===== src/rtl/booth_result_bcd_converter_if.sv =====
// booth_result_bcd_converter_if: product handshake and BCD result bundle between multiplier, converter and display.
interface booth_result_bcd_converter_if #(
  parameter int DATA_WIDTH = 16,
  parameter int DIGITS = 5
);
  logic [DATA_WIDTH-1:0] result_in;
  logic result_valid;
  logic busy;
  logic [4*DIGITS-1:0] bcd_out;
  logic sign_out;
  logic done;
  logic bcd_valid;
  modport master (
    output result_in, result_valid,
    input busy, bcd_out, sign_out, done, bcd_valid
  );
  modport slave (
    input result_in, result_valid,
    output busy, bcd_out, sign_out, done, bcd_valid
  );
endinterface


===== src/rtl/booth_result_bcd_converter.sv =====
// booth_result_bcd_converter: iterative double-dabble of the multiplier product into sign + packed BCD.
// Define SIGNED_RESULT_EN to treat result_in as two's complement; otherwise it is unsigned and sign_out stays 0.
module booth_result_bcd_converter #(
  parameter int DATA_WIDTH = 16,
  parameter int DIGITS = 5
) (
  input logic sys_clock,
  input logic reset,
  booth_result_bcd_converter_if.slave bus
);
  localparam int CW = $clog2(DATA_WIDTH + 1);
  typedef enum logic [1:0] {IDLE, SHIFT, CONVERT_DONE} state_t;
  state_t state, state_nx;
  logic [4*DIGITS-1:0] scratch, adj;
  logic [DATA_WIDTH-1:0] mag, mag_in;
  logic [CW-1:0] cnt;
  logic sign_r, sign_in;
`ifdef SIGNED_RESULT_EN
  assign sign_in = bus.result_in[DATA_WIDTH-1];
  assign mag_in = sign_in ? ~bus.result_in + DATA_WIDTH'(1) : bus.result_in;
`else
  assign sign_in = 1'b0;
  assign mag_in = bus.result_in;
`endif
  for (genvar i = 0; i < DIGITS; i++) begin : g_adj
    assign adj[4*i+:4] = scratch[4*i+:4] >= 4'd5 ? scratch[4*i+:4] + 4'd3 : scratch[4*i+:4];
  end
  assign bus.busy = state != IDLE;
  always_comb begin
    state_nx = state;
    state_nx = state == IDLE ? (bus.result_valid ? SHIFT : IDLE) :
               state == SHIFT ? (cnt == CW'(DATA_WIDTH - 1) ? CONVERT_DONE : SHIFT) : IDLE;
  end
  always_ff @(posedge sys_clock) begin
    if (reset) begin
      state <= IDLE;
      scratch <= '0;
      mag <= '0;
      cnt <= '0;
      sign_r <= 1'b0;
      bus.bcd_out <= '0;
      bus.sign_out <= 1'b0;
      bus.done <= 1'b0;
      bus.bcd_valid <= 1'b0;
    end else begin
      state <= state_nx;
      bus.done <= state == CONVERT_DONE;
      if (state == IDLE && bus.result_valid) begin
        sign_r <= sign_in;
        mag <= mag_in;
        scratch <= '0;
        cnt <= '0;
      end
      // the adjusted top bit is always zero, so dropping it on the shift loses nothing
      if (state == SHIFT) begin
        {scratch, mag} <= {adj, mag} << 1;
        cnt <= cnt + CW'(1);
      end
      if (state == CONVERT_DONE) begin
        bus.bcd_out <= scratch;
        bus.sign_out <= sign_r;
        bus.bcd_valid <= 1'b1;
      end
    end
  end
endmodule


===== src/flat_wrapper.sv =====
// flat-port wrapper written by rule: the top's interface ports become plain ports
module booth_result_bcd_converter_flat 
#(
  parameter int DATA_WIDTH = 16,
  parameter int DIGITS = 5
)
  (sys_clock, reset, bus_result_in, bus_result_valid, bus_busy, bus_bcd_out, bus_sign_out, bus_done, bus_bcd_valid);
  booth_result_bcd_converter_if #(.DATA_WIDTH(DATA_WIDTH), .DIGITS(DIGITS)) bus_i ();
  input logic sys_clock;
  input logic reset;
  input wire logic [$bits(bus_i.result_in)-1:0] bus_result_in;
  input wire logic [$bits(bus_i.result_valid)-1:0] bus_result_valid;
  output wire logic [$bits(bus_i.busy)-1:0] bus_busy;
  output wire logic [$bits(bus_i.bcd_out)-1:0] bus_bcd_out;
  output wire logic [$bits(bus_i.sign_out)-1:0] bus_sign_out;
  output wire logic [$bits(bus_i.done)-1:0] bus_done;
  output wire logic [$bits(bus_i.bcd_valid)-1:0] bus_bcd_valid;
  assign bus_i.result_in = bus_result_in;
  assign bus_i.result_valid = bus_result_valid;
  assign bus_busy = bus_i.busy;
  assign bus_bcd_out = bus_i.bcd_out;
  assign bus_sign_out = bus_i.sign_out;
  assign bus_done = bus_i.done;
  assign bus_bcd_valid = bus_i.bcd_valid;
  booth_result_bcd_converter #(.DATA_WIDTH(DATA_WIDTH), .DIGITS(DIGITS)) u_core (.sys_clock(sys_clock), .reset(reset), .bus(bus_i));
endmodule

===== config.mk =====
export PLATFORM = sky130hd
export DESIGN_NAME = booth_result_bcd_converter_flat
export DESIGN_NICKNAME = d
export VERILOG_FILES = /design/src/rtl/booth_result_bcd_converter_if.sv /design/src/rtl/booth_result_bcd_converter.sv /design/src/flat_wrapper.sv
export SDC_FILE = /design/constraint.sdc
export NUM_CORES = 1
export LEC_CHECK = 0
export CAP_MARGIN = 20
export CORE_ASPECT_RATIO = 0.8
export CORE_UTILIZATION = 47
export CTS_CLUSTER_DIAMETER = 50
export DETAILED_ROUTE_END_ITERATION = 8
export PLACE_DENSITY_LB_ADDON = 0.1
export SYNTH_ARGS = -nofsm -noshare
export SYNTH_HDL_FRONTEND = slang
export SYNTH_SLANG_ARGS = --single-unit

===== constraint.sdc =====
create_clock -name sys_clock -period 3.95 [get_ports sys_clock]
set_clock_uncertainty 0.15 [all_clocks]
set_input_delay 0.5925 -clock sys_clock [delete_from_list [all_inputs] [get_ports sys_clock]]
set_output_delay 0.5925 -clock sys_clock [all_outputs]
set_load 0.05 [all_outputs]

== After elaboration in Yosys (flattened, before gate mapping) ==
Index checks and enable logic that the tools add are counted.
Cells by class
  mux-type cells: 15
  add/sub/neg operators: 6
  eq/ne operators: 3
  magnitude comparators: 5
  reductions and logical operators: 5
Operators by type and width (number)
  two-way mux 20 bit: 2
  two-way mux 16 bit: 2
  >= comparator 4 x 3 -> 1 bit (second input constant): 5
  adder 4 x 2 -> 4 bit (second input constant): 4
  two-way mux 4 bit: 4
  two-way mux 5 bit: 2
  two-way mux 2 bit: 3
  adder 5 x 1 -> 5 bit (second input constant): 1
  == test 5 x 4 -> 1 bit (second input constant): 1
  nonzero test 2 bit: 2
  adder 3 x 2 -> 3 bit (second input constant): 1
  two-way mux 3 bit: 1
  == test 2 x 1 -> 1 bit (second input constant): 1
  == test 2 bit (second input constant): 1
  zero test 2 bit: 1
  OR reduction 2 bit: 1
  logical AND 1 bit: 1
  two-way mux 1 bit: 1
Storage, ports and cells
  register bits after elaboration: 65
  logic and storage cells: 42

== Longest topological paths before layout ==
Gate-level depths: netlist (run 1).
  word-level depth: 4
  gate-level depth with buffers: 6
  gate-level depth less buffers: 6

== Worst setup path before layout (run 1) ==
No wires, ideal clock.
  kind: reg2out
  start point: register u_core.state[1]
  end point: output port bus_busy
  buffers on the path: 1
  slack: 2.243 ns
  stages on the path, launching flop included: 3
  required time: 3.207 ns
  arrival time: 0.965 ns
  cells stage by stage: dfxtp_1 -> clkbuf_1 -> or2_2
Between the ends
  cells in the longest elaborated chain, start to end: 1
Ends and longest elaborated chain
  from (decl): line booth_result_bcd_converter.sv:13  | state_t state, state_nx;
  from (signal assigned): line booth_result_bcd_converter.sv:46  | state <= state_nx;
  nonzero test 2 bit: line booth_result_bcd_converter.sv:28  | assign bus.busy = state != IDLE;
  to (decl): line flat_wrapper.sv:13  | output wire logic [$bits(bus_i.busy)-1:0] bus_busy;
No other way between the ends.

== Worst setup path in the final report (run 1) ==
Ends and elaborated chain as after synthesis.

==> results of run 1 <==
-- registers in the layout (all words and copies together) (netlist names) --
register              cells
u_core.bus.bcd_valid      1
u_core.state              2
u_core.bus.bcd_out       20
u_core.cnt                5
u_core.scratch           20
u_core.mag               16
u_core.bus.done           1
-- through the flow --
| stage | util [%] | hold slack (ns) | setup slack, ns | cell area (µm²) |
|---|---|---|---|---|
| after CTS | 61.24 | 0.3049 | 0.9907 | 3457 |
| after global placement | 57.78 | 0.2928 | 1.369 | 3262 |
| after floorplan | - | 0.2912 | 2.243 | 2850 |
| final | 61.24 | 0.3023 | 1.005 | 3457 |
| after detailed placement | 57.78 | 0.2953 | 1.359 | 3262 |
| after global routing | 61.24 | 0.3240 | 0.8938 | 3457 |
-- worst max-delay path: stages (launching register included) --
cell	delay, ns
dfxtp_1	0.83
or2_2	0.24
clkdlybuf4s50_1	0.79
-- path summary, 6_finish.rpt --
kind	startpoint	endpoint
worst min-delay path	u_core.bus.bcd_out[11]$_SDFFE_PP0P_	u_core.bus.bcd_out[11]$_SDFFE_PP0P_
worst max register to register	u_core.state[0]$_SDFF_PP0_	u_core.scratch[16]$_SDFFE_PP0P_
worst min register to register	u_core.bus.bcd_out[11]$_SDFFE_PP0P_	u_core.bus.bcd_out[11]$_SDFFE_PP0P_
worst max-delay path	u_core.state[1]$_SDFF_PP0_	bus_busy
-- layer usage --
| layer | global-route usage (%) | routed length [µm] |
|---|---|---|
| met5 | 0 | 0 |
| met4 | 6.173 | 65 |
| met3 | 7.143 | 303 |
| met1 | 27.63 | 2968 |
| met2 | 31.88 | 2557 |
-- cells in the mapped netlist (2+ instances only) --
cell type / count / area, µm²
a21oi_1: 36 / 180.2
a22o_1: 10 / 87.58
a22oi_1: 2 / 15.01
a32oi_1: 4 / 35.03
buf_2: 7 / 35.03
buf_4: 2 / 15.01
clkbuf_1: 12 / 45.04
dfxtp_1: 65 / 1301
ha_1: 12 / 150.1
inv_1: 11 / 41.29
mux2i_1: 5 / 50.05
nand2_1: 44 / 165.2
nand2b_1: 4 / 25.02
nand3_1: 7 / 35.03
nor2_1: 27 / 101.4
nor2_2: 2 / 12.51
nor2b_1: 16 / 100.1
nor3_1: 20 / 100.1
nor3b_1: 2 / 15.01
o21ai_0: 11 / 55.05
o22ai_1: 15 / 93.84
or2b_2: 2 / 17.52
or4b_1: 4 / 40.04
xnor2_1: 5 / 43.79
-- report_power, final --
group	switching (mW)	internal, mW
clock	0.245	0.304
sequential	0.0115	0.674
combinational	0.0645	0.0497
-- cell type report --
class	count	area, µm²
fillers	543	2188
repair buffers	43	420.4
multi-input cells	239	1398
well taps	78	97.59
inverters	12	45.04
clock buffers	10	137.6
clock inverters	6	57.56
flip-flops and latches	65	1301
-- cell families after synthesis --
logic type                 synth area share, %
and+or+nand+nor                          23.18
AOI/OAI and AO/OA                        17.16
DFF                                      45.65
buffers and inverters                    5.311
adders and majority gates                5.268
xor gates and xnor gates                 1.536
muxes                                    1.756
other                                   0.1316
==> flow_summary_export.csv, run 1 <==
group,metric,value,unit
timing,slew_violations,0,
synthesis,syn_inst,338,
hold_path,min-delay-path-class,"flip-flop to flip-flop",
cts,cts_root_buf,"clkbuf_8",
worst_setup_path,cp_data_arrival_time,2.20,ns
synthesis,ys_async_sr_fraction,0,%
global_route,track_usage,20.74,%
worst_setup_path,end_kind,"output pin",
die,coreArea,5645,µm²
cells_and_area,areaGrowthSynthToFinish,21.29,%
die,die_area,6382,µm²
global_route,grt_max_degree,37,
timing,worst_slew_pin_slew,1.013,ns
power_and_ir_drop,peakVddDrop,0.1926,mV
global_route,grt_pass1_wl,10210,µm
route,drt_iter0_drc,95,
route,via_per_inst,5.258,
cts,cts.sinks,65,
cts,htreeDepth,3,
cts,clock_latency,0.34,ns
run_status,status,"completed",
synthesis,yosysWarnings,0,
cells_and_area,stdcell_count,453,
synthesis,ys_seq_elements,65,
route,dr_total_vias,2382,
cts,numCtsBuffers,9,
place,io_buffers,41,
die,floorplan.initialDensity,50.49,%
route,antenna_left,0,
timing,max_freq,0.3396,GHz
timing,finalCriticalPeriod,2.945,ns
power_and_ir_drop,p_total,1.348,mW
timing,setup_violations,0,
synthesis,syn_area,2850,µm²
route,routed_wl,5894,µm
worst_setup_path,worstRegToRegCells,4,
place,gp_congestion,0.7504,
cells_and_area,final_cell_mix,"dfxtp_1, nand2_1, clkdlybuf4s50_1",
worst_setup_path,cp-start-kind,"flip-flop",
timing,maxSlewHeadroom,32.25,%
synthesis,avgSynthCellArea,8.433,µm²
synthesis,synth_edf_count,0,
synthesis,synthFlopType,"dfxtp_1",
power_and_ir_drop,power_density,390.0,nW/µm²
synthesis,synth_cell_type_count,37,
timing,rsz0062_at_grt,"no",
global_route,overflow,0,
die,pin_count,43,
place,dpl.cell_count,437,
worst_setup_path,worst-r2r-setup-slack,1.83,ns
place,dpl.hpwl,3825,µm
cells_and_area,nets,401,
timing,fin_crit_sh,74.55,%
cts,cts_buffer_depth,2,
timing,finalHoldViolations,0,
worst_setup_path,crit_required,3.21,ns
global_route,grt_antenna_before_repair,0,
cells_and_area,antenna_cells,0,
worst_setup_path,crit_fanout,24,
cts,cts_resized,0,
cells_and_area,drive_gt1_share,7.200,%
power_and_ir_drop,power.leakage,1.273,nW
worst_setup_path,critical_path_class,"flip-flop to output pin",
timing,setup-tns-final,0,ns
hold_path,hold_depth,2,
route,routedWlPerCell,13.01,µm
cts,holdBufCountCts,0,
die,die_h,71.65,µm
cells_and_area,final_common_cell,"dfxtp_1",
route,firstDrtPassIters,4,
global_route,grt_pass1_vias,2221,
flow_run,maxCapViolCount,0,
synthesis,synth_seq_area_share,45.65,%
route,route.detailed.drc,0,
synthesis,syn_nets,369,
cts,cts_tree,"yes",
cts,clk_pin_slew,0.07,ns
cts,postCtsSetupRepairBufs,0,
die,rows,24,
die,die_w,89.07,µm
Note: power is estimated with default switching activity, not from simulation.
==> run 2: changes to the inputs <==
- clock period: 3.95 -> 2.5 ns (I/O delays scaled with it)
==> run 2 against run 1 <==
  * Cell count rose by 0.88%
  * Critical path depth fell by 1
  * Global-route usage rose by 1.1 points
  * Register-to-register slack got worse by 1.2 ns
  * Largest cell class unchanged
==> flow_summary_export.csv, run 2 (same netlist as run 1, synthesis figures left out) <==
group,metric,value,unit
run_status,status,"completed",
place,io_buffers,41,
power_and_ir_drop,power_density,616.7,nW/µm²
cells_and_area,nets,406,
place,dpl.hpwl,3924,µm
route,antenna_left,0,
global_route,overflow,0,
worst_setup_path,crit_family,"buffers and inverters",
route,routed_wl,6150,µm
cells_and_area,stdcell_count,457,
cts,holdBufCountCts,0,
cts,cts.sinks,65,
cts,clock_latency,0.34,ns
cts,cts_root_buf,"clkbuf_8",
cells_and_area,final_common_cell,"dfxtp_1",
timing,finalCriticalPeriod,2.037,ns
timing,maxSlewHeadroom,46.28,%
die,floorplan.initialDensity,50.49,%
worst_setup_path,slowest_stage,"clkdlybuf4s50_1",
worst_setup_path,worst-path-buf-inv,1,
cts,htreeDepth,3,
cts,cts_tree,"yes",
die,die_w,89.07,µm
cts,cts_resized,0,
die,pin_count,43,
global_route,grt_antenna_before_repair,0,
cts,postCtsSetupRepairBufs,0,
worst_setup_path,end_kind,"output pin",
route,firstDrtPassIters,4,
worst_setup_path,cp_data_arrival_time,1.51,ns
route,dr_total_vias,2446,
timing,finalHoldViolations,0,
cells_and_area,final_cell_mix,"dfxtp_1, nand2_1, clkdlybuf4s50_1",
cts,clk_pin_slew,0.07,ns
flow_run,maxCapViolCount,0,
route,route.detailed.drc,0,
die,coreArea,5645,µm²
cts,numCtsBuffers,9,
worst_setup_path,critical_path_class,"flip-flop to output pin",
timing,worst_slew_pin_slew,0.8039,ns
global_route,grt_max_degree,30,
worst_setup_path,critPathMaxStageDelay,0.84,ns
timing,rsz0062_at_grt,"no",
power_and_ir_drop,power.leakage,1.301,nW
cts,cts_buffer_depth,2,
cells_and_area,top_regs,"u_core.bus.bcd_out x20, u_core.scratch x20, u_core.mag x16",
timing,fin_crit_sh,81.47,%
worst_setup_path,crit_fanout,2,
timing,slew_violations,0,
route,routedWlPerCell,13.46,µm
place,dpl.cell_count,442,
die,die_area,6382,µm²
die,die_h,71.65,µm
global_route,track_usage,21.82,%
timing,setup_violations,0,
global_route,grt_pass1_vias,2268,
timing,setup-tns-final,0,ns
worst_setup_path,crit_chain,"clkdlybuf4s50_1",
place,gp_congestion,0.7336,
cells_and_area,antenna_cells,0,
route,via_per_inst,5.352,
power_and_ir_drop,p_total,2.154,mW
die,rows,24,
global_route,grt_pass1_wl,10520,µm
worst_setup_path,cp-start-kind,"flip-flop",
power_and_ir_drop,peakVddDrop,0.5328,mV
timing,max_freq,0.4910,GHz
cells_and_area,drive_gt1_share,8.179,%
cells_and_area,areaGrowthSynthToFinish,22.52,%
route,drt_iter0_drc,114,
worst_setup_path,crit_required,1.98,ns
hold_path,min-delay-path-class,"input port to flip-flop",
-- run 2: cell count changes in the layout (fill, tap and decap cells not counted), sizes merged --
cell and change:
clkinv -2, clkdlybuf4s50 -1, clkbuf +2, clkinvlp -1, buf +6
-- run 2: area by class of cell --
cell class	instances	area, µm²
Sequential cell	65	1301
Multi-Input combinational cell	239	1398
Clock inverter	3	40.04
Tap cell	78	97.59
Timing Repair Buffer	48	455.4
Inverter	12	45.04
Fill cell	535	2153
Clock buffer	12	155.1
-- run 2: layer usage --
metal | global-route usage, % | vias up | share of wire (%)
met1 | 29.41 | 1141 | 52
met5 | 0 | - | 0
met2 | 32.48 | 57 | 42
met4 | 10.05 | 0 | 1.4
li1 | - | 1237 | -
met3 | 6.106 | 11 | 4.8
-- run 2: path summary, 6_finish.rpt --
path | start | end | slack [ns] | cells past startpoint
worst min register to register | u_core.bus.bcd_out[18]$_SDFFE_PP0P_ | u_core.bus.bcd_out[18]$_SDFFE_PP0P_ | 0.30 | 2
worst min-delay path | reset | u_core.state[1]$_SDFF_PP0_ | 0.27 | 3
worst max-delay path | u_core.bus.bcd_out[19]$_SDFFE_PP0P_ | bus_bcd_out[19] | 0.46 | 1
worst max register to register | u_core.state[0]$_SDFF_PP0_ | u_core.bus.bcd_out[8]$_SDFFE_PP0P_ | 0.63 | 4
-- run 2: through the flow --
stage          hold WS, ns  setup WS [ns]  utilization, %  cell area (µm²)
5_1_grt             0.2878         0.4292           61.86             3492
2_1_floorplan       0.2912         0.8615               -             2850
4_1_cts             0.2618         0.4394           61.86             3492
6_report            0.2728         0.4633           61.86             3492
3_5_place_dp        0.2958         0.4731           58.40             3297
3_3_place_gp        0.2921         0.5266           58.40             3297
-- run 2: power by group --
group | leakage, nW | switching (mW) | total, mW | internal (mW)
Clock | 0.102 | 0.378 | 0.884 | 0.506
Combinational | 0.671 | 0.102 | 0.185 | 0.0833
Sequential | 0.528 | 0.0193 | 1.08 | 1.07
Total | 1.30 | 0.499 | 2.15 | 1.65
